**src/rtl/bin_bcd_spi.sv**
```systemverilog
// Binary-to-BCD converter (sequential double-dabble) feeding an SPI mode-0 shifter for a PMOD display.
// Optional build macro BIN_BCD_SPI_LEADING_BLANK_EN replaces leading zero digits with the blank code 4'hF.
module bin_bcd_spi #(
    parameter int WIDTH   = 32,
    parameter int DIGITS  = 10,
    parameter int CLK_DIV = 4
) (
    input  logic             clk,
    input  logic             rst_n,
    input  logic             ld_number,
    input  logic [WIDTH-1:0] number,
    output logic             busy,
    output logic             done,
    output logic             overflow,
    output logic             csn,
    output logic             mosi,
    output logic             sck
);
    localparam int FW     = 4 * DIGITS;
    localparam int HALVES = 2 * FW;
    localparam int CW     = $clog2(WIDTH + 1);
    localparam int DW     = (CLK_DIV > 1) ? $clog2(CLK_DIV) : 1;
    localparam int HW     = $clog2(HALVES);

    localparam logic [CW-1:0] STEP_LAST = CW'(WIDTH);
    localparam logic [DW-1:0] DIV_LAST  = DW'(CLK_DIV - 1);
    localparam logic [HW-1:0] HALF_LAST = HW'(HALVES - 1);

    typedef enum logic [1:0] {S_IDLE, S_CONVERT, S_FRAME, S_GAP} state_t;

    state_t            state_q, state_d;
    logic [WIDTH-1:0]  bin_q, bin_d;
    logic [FW-1:0]     bcd_q, bcd_d;
    logic [FW-1:0]     sr_q, sr_d;
    logic [CW-1:0]     step_q, step_d;
    logic [DW-1:0]     div_q, div_d;
    logic [HW-1:0]     half_q, half_d;
    logic              ovf_q, ovf_d;
    logic              csn_q, csn_d;
    logic              sck_q, sck_d;
    logic              mosi_q, mosi_d;

    logic [FW-1:0]     bcd_adj;
    logic [FW-1:0]     frame_w;

    for (genvar gi = 0; gi < DIGITS; gi++) begin : g_adj
        assign bcd_adj[4*gi +: 4] = (bcd_q[4*gi +: 4] >= 4'd5) ? bcd_q[4*gi +: 4] + 4'd3
                                                              : bcd_q[4*gi +: 4];
    end

`ifdef BIN_BCD_SPI_LEADING_BLANK_EN
    // zero_above[gi]: digit gi and every digit above it are zero
    logic [DIGITS-1:1] zero_above;
    for (genvar gi = 0; gi < DIGITS; gi++) begin : g_blank
        if (gi == 0) begin : g_lsd
            assign frame_w[3:0] = bcd_q[3:0];
        end else begin : g_upper
            if (gi == DIGITS - 1) begin : g_top
                assign zero_above[gi] = (bcd_q[4*gi +: 4] == 4'd0);
            end else begin : g_mid
                assign zero_above[gi] = zero_above[gi+1] & (bcd_q[4*gi +: 4] == 4'd0);
            end
            assign frame_w[4*gi +: 4] = zero_above[gi] ? 4'hF : bcd_q[4*gi +: 4];
        end
    end
`else
    assign frame_w = bcd_q;
`endif

    always_ff @(posedge clk or negedge rst_n) begin
        if (!rst_n) begin
            state_q <= S_IDLE;
            bin_q   <= '0;
            bcd_q   <= '0;
            sr_q    <= '0;
            step_q  <= '0;
            div_q   <= '0;
            half_q  <= '0;
            ovf_q   <= 1'b0;
            csn_q   <= 1'b1;
            sck_q   <= 1'b0;
            mosi_q  <= 1'b0;
        end else begin
            state_q <= state_d;
            bin_q   <= bin_d;
            bcd_q   <= bcd_d;
            sr_q    <= sr_d;
            step_q  <= step_d;
            div_q   <= div_d;
            half_q  <= half_d;
            ovf_q   <= ovf_d;
            csn_q   <= csn_d;
            sck_q   <= sck_d;
            mosi_q  <= mosi_d;
        end
    end

    always_comb begin
        state_d = state_q;
        bin_d   = bin_q;
        bcd_d   = bcd_q;
        sr_d    = sr_q;
        step_d  = step_q;
        div_d   = div_q;
        half_d  = half_q;
        ovf_d   = ovf_q;
        csn_d   = csn_q;
        sck_d   = sck_q;
        mosi_d  = mosi_q;
        unique case (state_q)
            S_IDLE: begin
                if (ld_number) begin
                    state_d = S_CONVERT;
                    bin_d   = number;
                    bcd_d   = '0;
                    step_d  = '0;
                    ovf_d   = 1'b0;
                end
            end
            S_CONVERT: begin
                // WIDTH shift steps, then one edge to load the frame and open CS
                if (step_q == STEP_LAST) begin
                    state_d = S_FRAME;
                    sr_d    = frame_w;
                    mosi_d  = frame_w[FW-1];
                    csn_d   = 1'b0;
                    sck_d   = 1'b0;
                    div_d   = '0;
                    half_d  = '0;
                end else begin
                    bcd_d  = {bcd_adj[FW-2:0], bin_q[WIDTH-1]};
                    bin_d  = {bin_q[WIDTH-2:0], 1'b0};
                    ovf_d  = ovf_q | bcd_adj[FW-1];
                    step_d = step_q + CW'(1);
                end
            end
            S_FRAME: begin
                if (div_q == DIV_LAST) begin
                    div_d  = '0;
                    half_d = half_q + HW'(1);
                    if (!half_q[0]) begin
                        sck_d = 1'b1;
                    end else if (half_q == HALF_LAST) begin
                        state_d = S_GAP;
                        sck_d   = 1'b0;
                        csn_d   = 1'b1;
                        mosi_d  = 1'b0;
                        half_d  = '0;
                    end else begin
                        sck_d  = 1'b0;
                        sr_d   = {sr_q[FW-2:0], 1'b0};
                        mosi_d = sr_q[FW-2];
                    end
                end else begin
                    div_d = div_q + DW'(1);
                end
            end
            S_GAP: begin
                if (div_q == DIV_LAST) begin
                    state_d = S_IDLE;
                    div_d   = '0;
                end else begin
                    div_d = div_q + DW'(1);
                end
            end
            default: state_d = S_IDLE;
        endcase
    end

    assign busy     = (state_q != S_IDLE);
    assign done     = (state_q == S_GAP) && (div_q == DIV_LAST);
    assign overflow = ovf_q;
    assign csn      = csn_q;
    assign sck      = sck_q;
    assign mosi     = mosi_q;
endmodule

```
**config.mk**
```make
export PLATFORM = sky130hd
export DESIGN_NAME = bin_bcd_spi
export DESIGN_NICKNAME = d
export VERILOG_FILES = /design/src/rtl/bin_bcd_spi.sv
export SDC_FILE = /design/constraint.sdc
export NUM_CORES = 1
export LEC_CHECK = 0
export CELL_PAD_IN_SITES_DETAIL_PLACEMENT = 0
export CELL_PAD_IN_SITES_GLOBAL_PLACEMENT = 1
export CORE_ASPECT_RATIO = 0.7
export CORE_MARGIN = 2
export CORE_UTILIZATION = 40
export CTS_CLUSTER_SIZE = 25
export DETAILED_ROUTE_END_ITERATION = 7
export PLACE_DENSITY = 0.81
export SYNTH_ARGS = -nofsm -noshare
export SYNTH_HDL_FRONTEND = slang
export SYNTH_SLANG_ARGS = --single-unit
```
**constraint.sdc**
```tcl
create_clock -name clk -period 4 [get_ports clk]
set_input_delay 0.8 -clock clk [delete_from_list [all_inputs] [get_ports clk]]
set_output_delay 0.8 -clock clk [all_outputs]
set_load 0.03 [all_outputs]
```
==> flow_summary.yaml, run 1 <==
critical_path:
  crit_chain: "ha_1 -> and2_1 -> clkdlybuf4s50_1"
  worstPathMaxFanout: 9
  worst-r2r-cell-count: 7
  cp-end-kind: "output port"
  worst_r2r_endpoint: "sr_q[1]"
  r2r_slack_ps: 1200
  critPathMaxStageDelay_ps: 670
  critPathRequiredTime_ps: 3200
  crit_type: "reg -> out"
  arrival_ps: 2060
  cp_slowest_cell: "clkdlybuf4s50_1"
  r2r_start: "step_q[0]"
  startpoint_type: "register"
grt:
  grt.overflow.total: 0
  grt_max_degree: 87
  grt_pass1_vias: 4849
  grt_pass1_wl_um: 24410
  antenna_found_initial: 0
  track_usage: 0.1630
die:
  dieArea_um2: 18340
  die_y_um: 113.9
  coreArea_um2: 17020
  initial_core_util: 0.4056
  chipWidth_um: 161
  num_io_pins: 41
  row_count: 40
synth:
  seq_area_frac_synth: 0.4752
  syn_area_per_cell_um2: 10.73
  synth-seq-cells: 131
  synthDistinctLibCells: 49
  ys_warn_count: 0
  synthCells: 643
  synthFlopType: "dfrtp_1"
  yosysTopAreaCell: "dfrtp_1"
  syn-num-nets: 707
  synth_most_common_cell: "dfrtp_1"
  synth_edf_count: 0
  synth_area_um2: 6902
  yosysTopAreaCellShare: 0.4714
  synth_area_leaders: "dfrtp_1 (47%), mux2_2 (9.3%), mux2i_1 (5.7%), ha_1 (5.3%), o21ai_0 (5.1%)"
  synth_commonest_cells: "dfrtp_1 (130), nand2_1 (81), o21ai_0 (71)"
  synthArstFlopShare: 1.000
timing:
  finalHoldViolCount: 0
  whs_ps: 405.4
  fmax_mhz: 350.1
  rsz0062_at_grt: "false"
  drv_slew: 0
  setup_tns_ps: 0
  setup_viol: 0
  fin_crit_ps: 2856
  setup_ws_ps: 1144
  period_share: 0.7141
  clock_skew_ps: 11.17
  tightest_slew_ps: 794.7
  slew_headroom: 0.4551
final_layout:
  fin_cells: 917
  syn_to_final_growth_pct: 18.64
  fin_nets: 737
  post-route-util: 0.4812
  num_antenna_cells: 0
  final_cell_area_um2: 8188
  drive_above_1_share: 0.1706
  fill_cells: 1491
route:
  drt-total-wl_um: 14190
  dr.pass1.iters: 6
  routedWlPerCell_um: 15.47
  vias: 4887
  drtIter0Drc: 352
  antenna_left: 0
  viasPerCell: 5.329
  drcViolationCount: 0
placed_design:
  place_hpwl_um: 9034
  portBuffers: 40
  place_area_um2: 7505
  dp_slack_ps: 1176
  gp_congestion: 0.7980
  dp.cells: 885
outcome:
  status: "completed"
run:
  maxCapViolations: 0
power_and_ir_drop:
  pwr_density_cell_nw_per_um2: 389.3
  sw_frac_of_total: 0.1948
  total_power_mw: 3.187
  power_frac_comb: 0.023
  p_int_mw: 2.566
  share_seq_of_total_power: 0.417
  worst_ir_drop_vdd_v: 0.0003120
  clockPowerShare: 0.561
  switching_power_mw: 0.6211
  leakage_nw: 3.516
clock_tree:
  cts_buffers: 17
  root_buffer: "clkbuf_16"
  clk_pin_slew_ps: 60
  post_cts_buffers: 0
  ctsHoldBuffers: 0
  cts_tree: "built"
  htree_num_levels: 4
  clockBufferDepth: 2
  cts_sinks: 131
  post_cts_resized: 0
  clock_latency_ps: 410
hold_path:
  hold_path.class: "in -> async"
area by class of cell:
cell class / instances / area [µm²] / area share
well taps: 231 / 289.0 / 0.03530
repair buffers: 48 / 470.5 / 0.05746
multi-input cells: 445 / 3353 / 0.4095
inverters: 30 / 112.6 / 0.01375
clock buffers: 19 / 452.9 / 0.05532
clock inverters: 13 / 230.2 / 0.02812
flip-flops and latches: 131 / 3279 / 0.4005
how the worst max path moves through the flow:
stage | start | to | slack (ps) | cells after the start
finish | div_q[0] | done | 1140 | 3
global route | step_q[0] | sr_q[23] | 1020 | 7
CTS | div_q[0] | done | 1140 | 3
detailed placement | ld_number | bin_q[19] | 1180 | 5
global placement | ld_number | step_q[3] | 1210 | 6
floorplan | sck | sr_q[28] | 1840 | 7
layout by cell type, fill, tap and decap left out, drive strengths merged, types with 10 or more instances in the layout:
cell and instances:
clkdlybuf4s50 39, inv 30, a32o 10, xnor2 20, o22ai 11, nand2b 11, ha 29, nand2 81
clkbuf 19, mux2 67, mux2i 39, a21oi 22, o31ai 14, nor2 12, o21ai 71, dfrtp 130
worst max-delay path, delay by kind of cell (launching register included):
kind          cells  cell delay [ps]
fa+ha+maj         1              370
simple gates      1              190
flops             1              420
buf+inv           1              670
logic make-up (layout without fill, tap and decap cells):
kind of cell / Yosys count / count (layout) / share of synthesized area
xor+xnor: 20 / 20 / 0.02538
mux: 106 / 106 / 0.1713
compound gates: 160 / 160 / 0.1470
simple gates: 130 / 130 / 0.08666
fa+ha+maj: 29 / 29 / 0.05257
buf+inv: 67 / 110 / 0.04188
flops: 131 / 131 / 0.4752
per-layer routing:
layer | track usage | wire length, µm | vias up
met4 | 0.03810 | 94 | 0
li1 | - | - | 2372
met1 | 0.2329 | 7104 | 2416
met3 | 0.03600 | 499 | 8
met2 | 0.2546 | 6488 | 91
met5 | 0 | 0 | -
power by group through the flow:
| stage | Combinational [mW] | Sequential, mW | Clock [mW] |
|---|---|---|---|
| finish | 0.0728 | 1.33 | 1.79 |
| global route | 0.0818 | 1.33 | 1.89 |
| CTS | 0.0758 | 1.33 | 1.82 |
| detailed placement | 0.0757 | 1.35 | 0 |
| global placement | 0.0737 | 1.35 | 0 |
| floorplan | 0.0100 | 1.35 | 0 |
state kept, by name, summed over array words and instances, names as in the netlist, 2 cells and up:
name and cells:
div_q 2, bin_q 32, half_q 6, bcd_q 40, step_q 6, state_q 2
sr_q 39
No activity file was read; power rests on OpenSTA's default activity.
==> run 2: changes to the inputs <==
clock period = 2.63 ns   (was 4 ns; I/O delays follow)
==> run 2 against run 1 <==
  * Flip-flop and latch count unchanged
  * Sequential share of layout area decreased by 0.16 points
  * Non-clock buffer count grew 7
  * Highest routed layer unchanged
  * Critical endpoint is now busy
  * Largest power group unchanged
  * Hold slack worse by 300 ps
  * Setup slack worse by 1000 ps
  * Core utilization grew 0.19 points
  * Count of clock-buffer cells in the layout did not move
==> flow_summary.yaml, run 2 (synthesized netlist as in run 1, its figures left out) <==
final_layout:
  fin_nets: 744
  drive_above_1_share: 0.1804
  final_cell_area_um2: 8220
  final_common_cell: "dfrtp_1"
  num_antenna_cells: 0
  post-route-util: 0.4831
  final_cell_mix: "dfrtp_1 (130), nand2_1 (81), o21ai_0 (71), mux2_2 (57)"
  fill_cells: 1511
  fin_cells: 924
  largest-register: "bcd_q"
  reg_top3: "bcd_q: 40 flops, sr_q: 39 flops, bin_q: 32 flops"
  syn_to_final_growth_pct: 19.11
  largest_reg_flops: 40
timing:
  clock_skew_ps: 9.492
  period_share: 0.9468
  slew_headroom: 0.2197
  fmax_mhz: 401.6
  tightest_slew_ps: 1166
  setup_viol: 0
  rsz0062_at_grt: "false"
  fin_crit_ps: 2490
  whs_ps: 107.2
  setup_ws_ps: 139.9
  drv_slew: 0
  setup_tns_ps: 0
  finalHoldViolCount: 0
placed_design:
  gp_congestion: 0.7348
  dp_slack_ps: 2.508
  place_area_um2: 7582
  dp.cells: 892
  place_hpwl_um: 9109
  portBuffers: 40
critical_path:
  r2r_start: "state_q[1]"
  cp_common_cell: "inv_1"
  cp-end-kind: "output port"
  path_buf_inv: 3
  r2r_slack_ps: 180
  critPathMaxStageDelay_ps: 700
  cp_slowest_cell: "clkdlybuf4s50_1"
  crit_family: "buffers and inverters"
  worst-r2r-cell-count: 6
  critPathRequiredTime_ps: 2100
  crit_type: "reg -> out"
  startpoint_type: "register"
  arrival_ps: 1960
  worst_r2r_endpoint: "bcd_q[3]"
  worstPathMaxFanout: 4
  crit_chain: "inv_1 -> ha_1 -> inv_1 -> clkdlybuf4s50_1"
clock_tree:
  clockBufferDepth: 2
  htree_num_levels: 4
  cts_buffers: 17
  cts_tree: "built"
  post_cts_buffers: 0
  clock_latency_ps: 410
  root_buffer: "clkbuf_16"
  clk_pin_slew_ps: 60
  cts_sinks: 131
route:
  dr.pass1.iters: 4
  antenna_left: 0
  viasPerCell: 5.242
  drt-total-wl_um: 13940
  drcViolationCount: 0
  routedWlPerCell_um: 15.08
  drtIter0Drc: 318
  vias: 4844
run:
  maxCapViolations: 0
die:
  initial_core_util: 0.4056
  coreArea_um2: 17020
  chipWidth_um: 161
  die_y_um: 113.9
  row_count: 40
  num_io_pins: 41
  dieArea_um2: 18340
outcome:
  status: "completed"
grt:
  antenna_found_initial: 0
  grt_pass1_vias: 4927
  grt_pass1_wl_um: 23860
  grt_max_degree: 48
  grt.overflow.total: 0
  track_usage: 0.1596
hold_path:
  hold_path.class: "in -> async"
power_and_ir_drop:
  worst_ir_drop_vdd_v: 0.0003737
  leakage_nw: 3.542
  pwr_density_cell_nw_per_um2: 568.2
  total_power_mw: 4.671
[run 2: cell types whose count changed in the layout (fill, tap and decap cells not counted), sizes merged]
cell and change:
buf +7, clkinv +4, bufinv -2, clkinvlp -2
[run 2: how the worst max path moves through the flow]
stage / slack, ps / endpoint / cells after the start / start
6_report: 140 / busy / 4 / state_q[0]
5_1_grt: 10 / bcd_q[23] / 6 / state_q[1]
4_1_cts: 70 / done / 3 / div_q[0]
3_5_place_dp: 3 / bcd_q[23] / 5 / ld_number
3_3_place_gp: 60 / bcd_q[11] / 5 / ld_number
2_1_floorplan: 470 / sr_q[28] / 7 / sck
[run 2: per-layer routing]
| metal | up-vias | GRT usage | part of all wire |
|---|---|---|---|
| met1 | 2365 | 0.2215 | 0.50 |
| li1 | 2369 | - | - |
| met5 | - | 0 | 0 |
| met3 | 15 | 0.03564 | 0.036 |
| met2 | 95 | 0.2512 | 0.46 |
| met4 | 0 | 0.04881 | 0.010 |
[run 2: final cells by class]
cell class	count	area (µm²)	share of cell area
clock buffers	19	452.9	0.05510
multi-input cells	445	3356	0.4082
inverters	30	112.6	0.01370
repair buffers	55	548.0	0.06667
clock inverters	13	182.7	0.02222
flip-flops and latches	131	3279	0.3989
well taps	231	289.0	0.03516
[run 2: power breakdown]
part           internal, mW  switching [mW]  leakage, nW
Sequential             2.02         0.00125         1.64
Combinational        0.0595          0.0550         1.59
Clock                  1.64           0.902        0.313
[run 2: what timing repair did]
item	CTS	global route
endpoints found under the setup margin	0	1
resized for setup	0	1
hold endpoints to repair	0	0
hold buffers	0	0
==> run 3: changes to the inputs <==
CORE_MARGIN = default   (was 2)
HOLD_SLACK_MARGIN = 0.08   (was default)
==> run 3 against run 2 <==
  * Count of clock-buffer cells in the layout unchanged
  * Sequential power hardly changed
  * Flip-flop and latch count is the same
  * Largest cell class unchanged
==> flow_summary.yaml, run 3 (synthesized netlist as in run 1, its figures left out) <==
placed_design:
  gp_congestion: 0.7655
  portBuffers: 40
  dp_slack_ps: -25.10
  place_hpwl_um: 9379
die:
  initial_core_util: 0.4160
  die_y_um: 111.9
  row_count: 39
  dieArea_um2: 17790
  chipWidth_um: 159
  num_io_pins: 41
  coreArea_um2: 16590
power_and_ir_drop:
  worst_ir_drop_vdd_v: 0.0003471
  pwr_density_cell_nw_per_um2: 556.3
  leakage_nw: 3.530
  total_power_mw: 4.560
timing:
  clock_skew_ps: 11.29
  drv_slew: 0
  setup_ws_ps: 107.2
  rsz0062_at_grt: "false"
  setup_viol: 0
  finalHoldViolCount: 0
  fin_crit_ps: 2523
  slew_headroom: 0.1656
  tightest_slew_ps: 1247
  fmax_mhz: 396.4
  period_share: 0.9592
grt:
  grt_pass1_wl_um: 24620
  grt_max_degree: 70
  grt.overflow.total: 0
  antenna_found_initial: 0
  track_usage: 0.1709
  grt_pass1_vias: 4903
clock_tree:
  clock_latency_ps: 420
  cts_tree: "built"
  htree_num_levels: 4
  clockBufferDepth: 2
  cts_sinks: 131
  root_buffer: "clkbuf_16"
  post_cts_buffers: 0
  clk_pin_slew_ps: 60
  cts_buffers: 17
route:
  antenna_left: 0
  routedWlPerCell_um: 15.62
  drcViolationCount: 0
  dr.pass1.iters: 5
  drtIter0Drc: 364
  vias: 4965
  viasPerCell: 5.403
  drt-total-wl_um: 14350
final_layout:
  fin_nets: 746
  final_cell_mix: "dfrtp_1 (130), nand2_1 (81), o21ai_0 (71), mux2_2 (57)"
  largest_reg_flops: 40
  syn_to_final_growth_pct: 18.76
  drive_above_1_share: 0.1787
  reg_top3: "bcd_q: 40 flops, sr_q: 39 flops, bin_q: 32 flops"
  num_antenna_cells: 0
  final_common_cell: "dfrtp_1"
  largest-register: "bcd_q"
outcome:
  status: "completed"
critical_path:
  cp-end-kind: "output port"
  critPathRequiredTime_ps: 2100
  crit_type: "reg -> out"
  arrival_ps: 2000
  startpoint_type: "register"
  worstPathMaxFanout: 9
run:
  maxCapViolations: 0
hold_path:
  hold_path.class: "reg -> reg"
## run 3: critical path: stages (launching register included)
cell and delay, ps:
dfrtp_1 430, ha_2 310, and2_1 160, clkdlybuf4s50_1 680
## run 3: final timing paths
check                                 from   endpoint  slack (ps)  cells past startpoint
worst max-delay path              div_q[0]       done         110                      3
worst min-delay path             bin_q[27]  bin_q[27]         480                      2
worst min register to register   bin_q[27]  bin_q[27]         480                      2
max in group asynchronous            rst_n  bcd_q[27]        1250                      3
worst max register to register  state_q[0]   bcd_q[3]         150                      6
min in group asynchronous            rst_n  half_q[5]         570                      2
## run 3: per-stage QoR
step,instance area [µm²],std cells,hold slack (ps),utilization,TNS (ps)
6_report,8197,919,479.9,0.4940,0
5_1_grt,8197,919,507.7,0.4940,0
4_1_cts,8194,919,483.4,0.4939,0
3_5_place_dp,7582,887,470.5,0.4570,-26.98
3_3_place_gp,7582,887,460.4,0.4570,0
2_1_floorplan,6902,643,230.4,-,0
## run 3: power by group
group          switching (mW)  internal (mW)
logic                  0.0559         0.0585
registers             0.00132           2.02
clock network           0.914           1.51
## run 3: final cells by class
cell class	instances	area [µm²]
inverters	30	112.6
clock buffers	19	442.9
flip-flops and latches	131	3279
repair buffers	57	565.5
clock inverters	12	158.9
fillers	1461	8394
multi-input cells	445	3356
well taps	225	281.5
## run 3: per-layer routing
layer / global-route usage / vias to the layer above / share of wire
li1: - / 2376 / -
met4: 0.05833 / 0 / 0.011
met5: 0 / - / 0
met1: 0.2368 / 2487 / 0.49
met2: 0.2705 / 85 / 0.46
met3: 0.03055 / 17 / 0.035
## run 3: what timing repair did
item                       in CTS  in global routing
resized for setup               0                  1
hold endpoints to repair       26                  0
setup endpoints to repair       0                  1
hold buffers                    1                  0
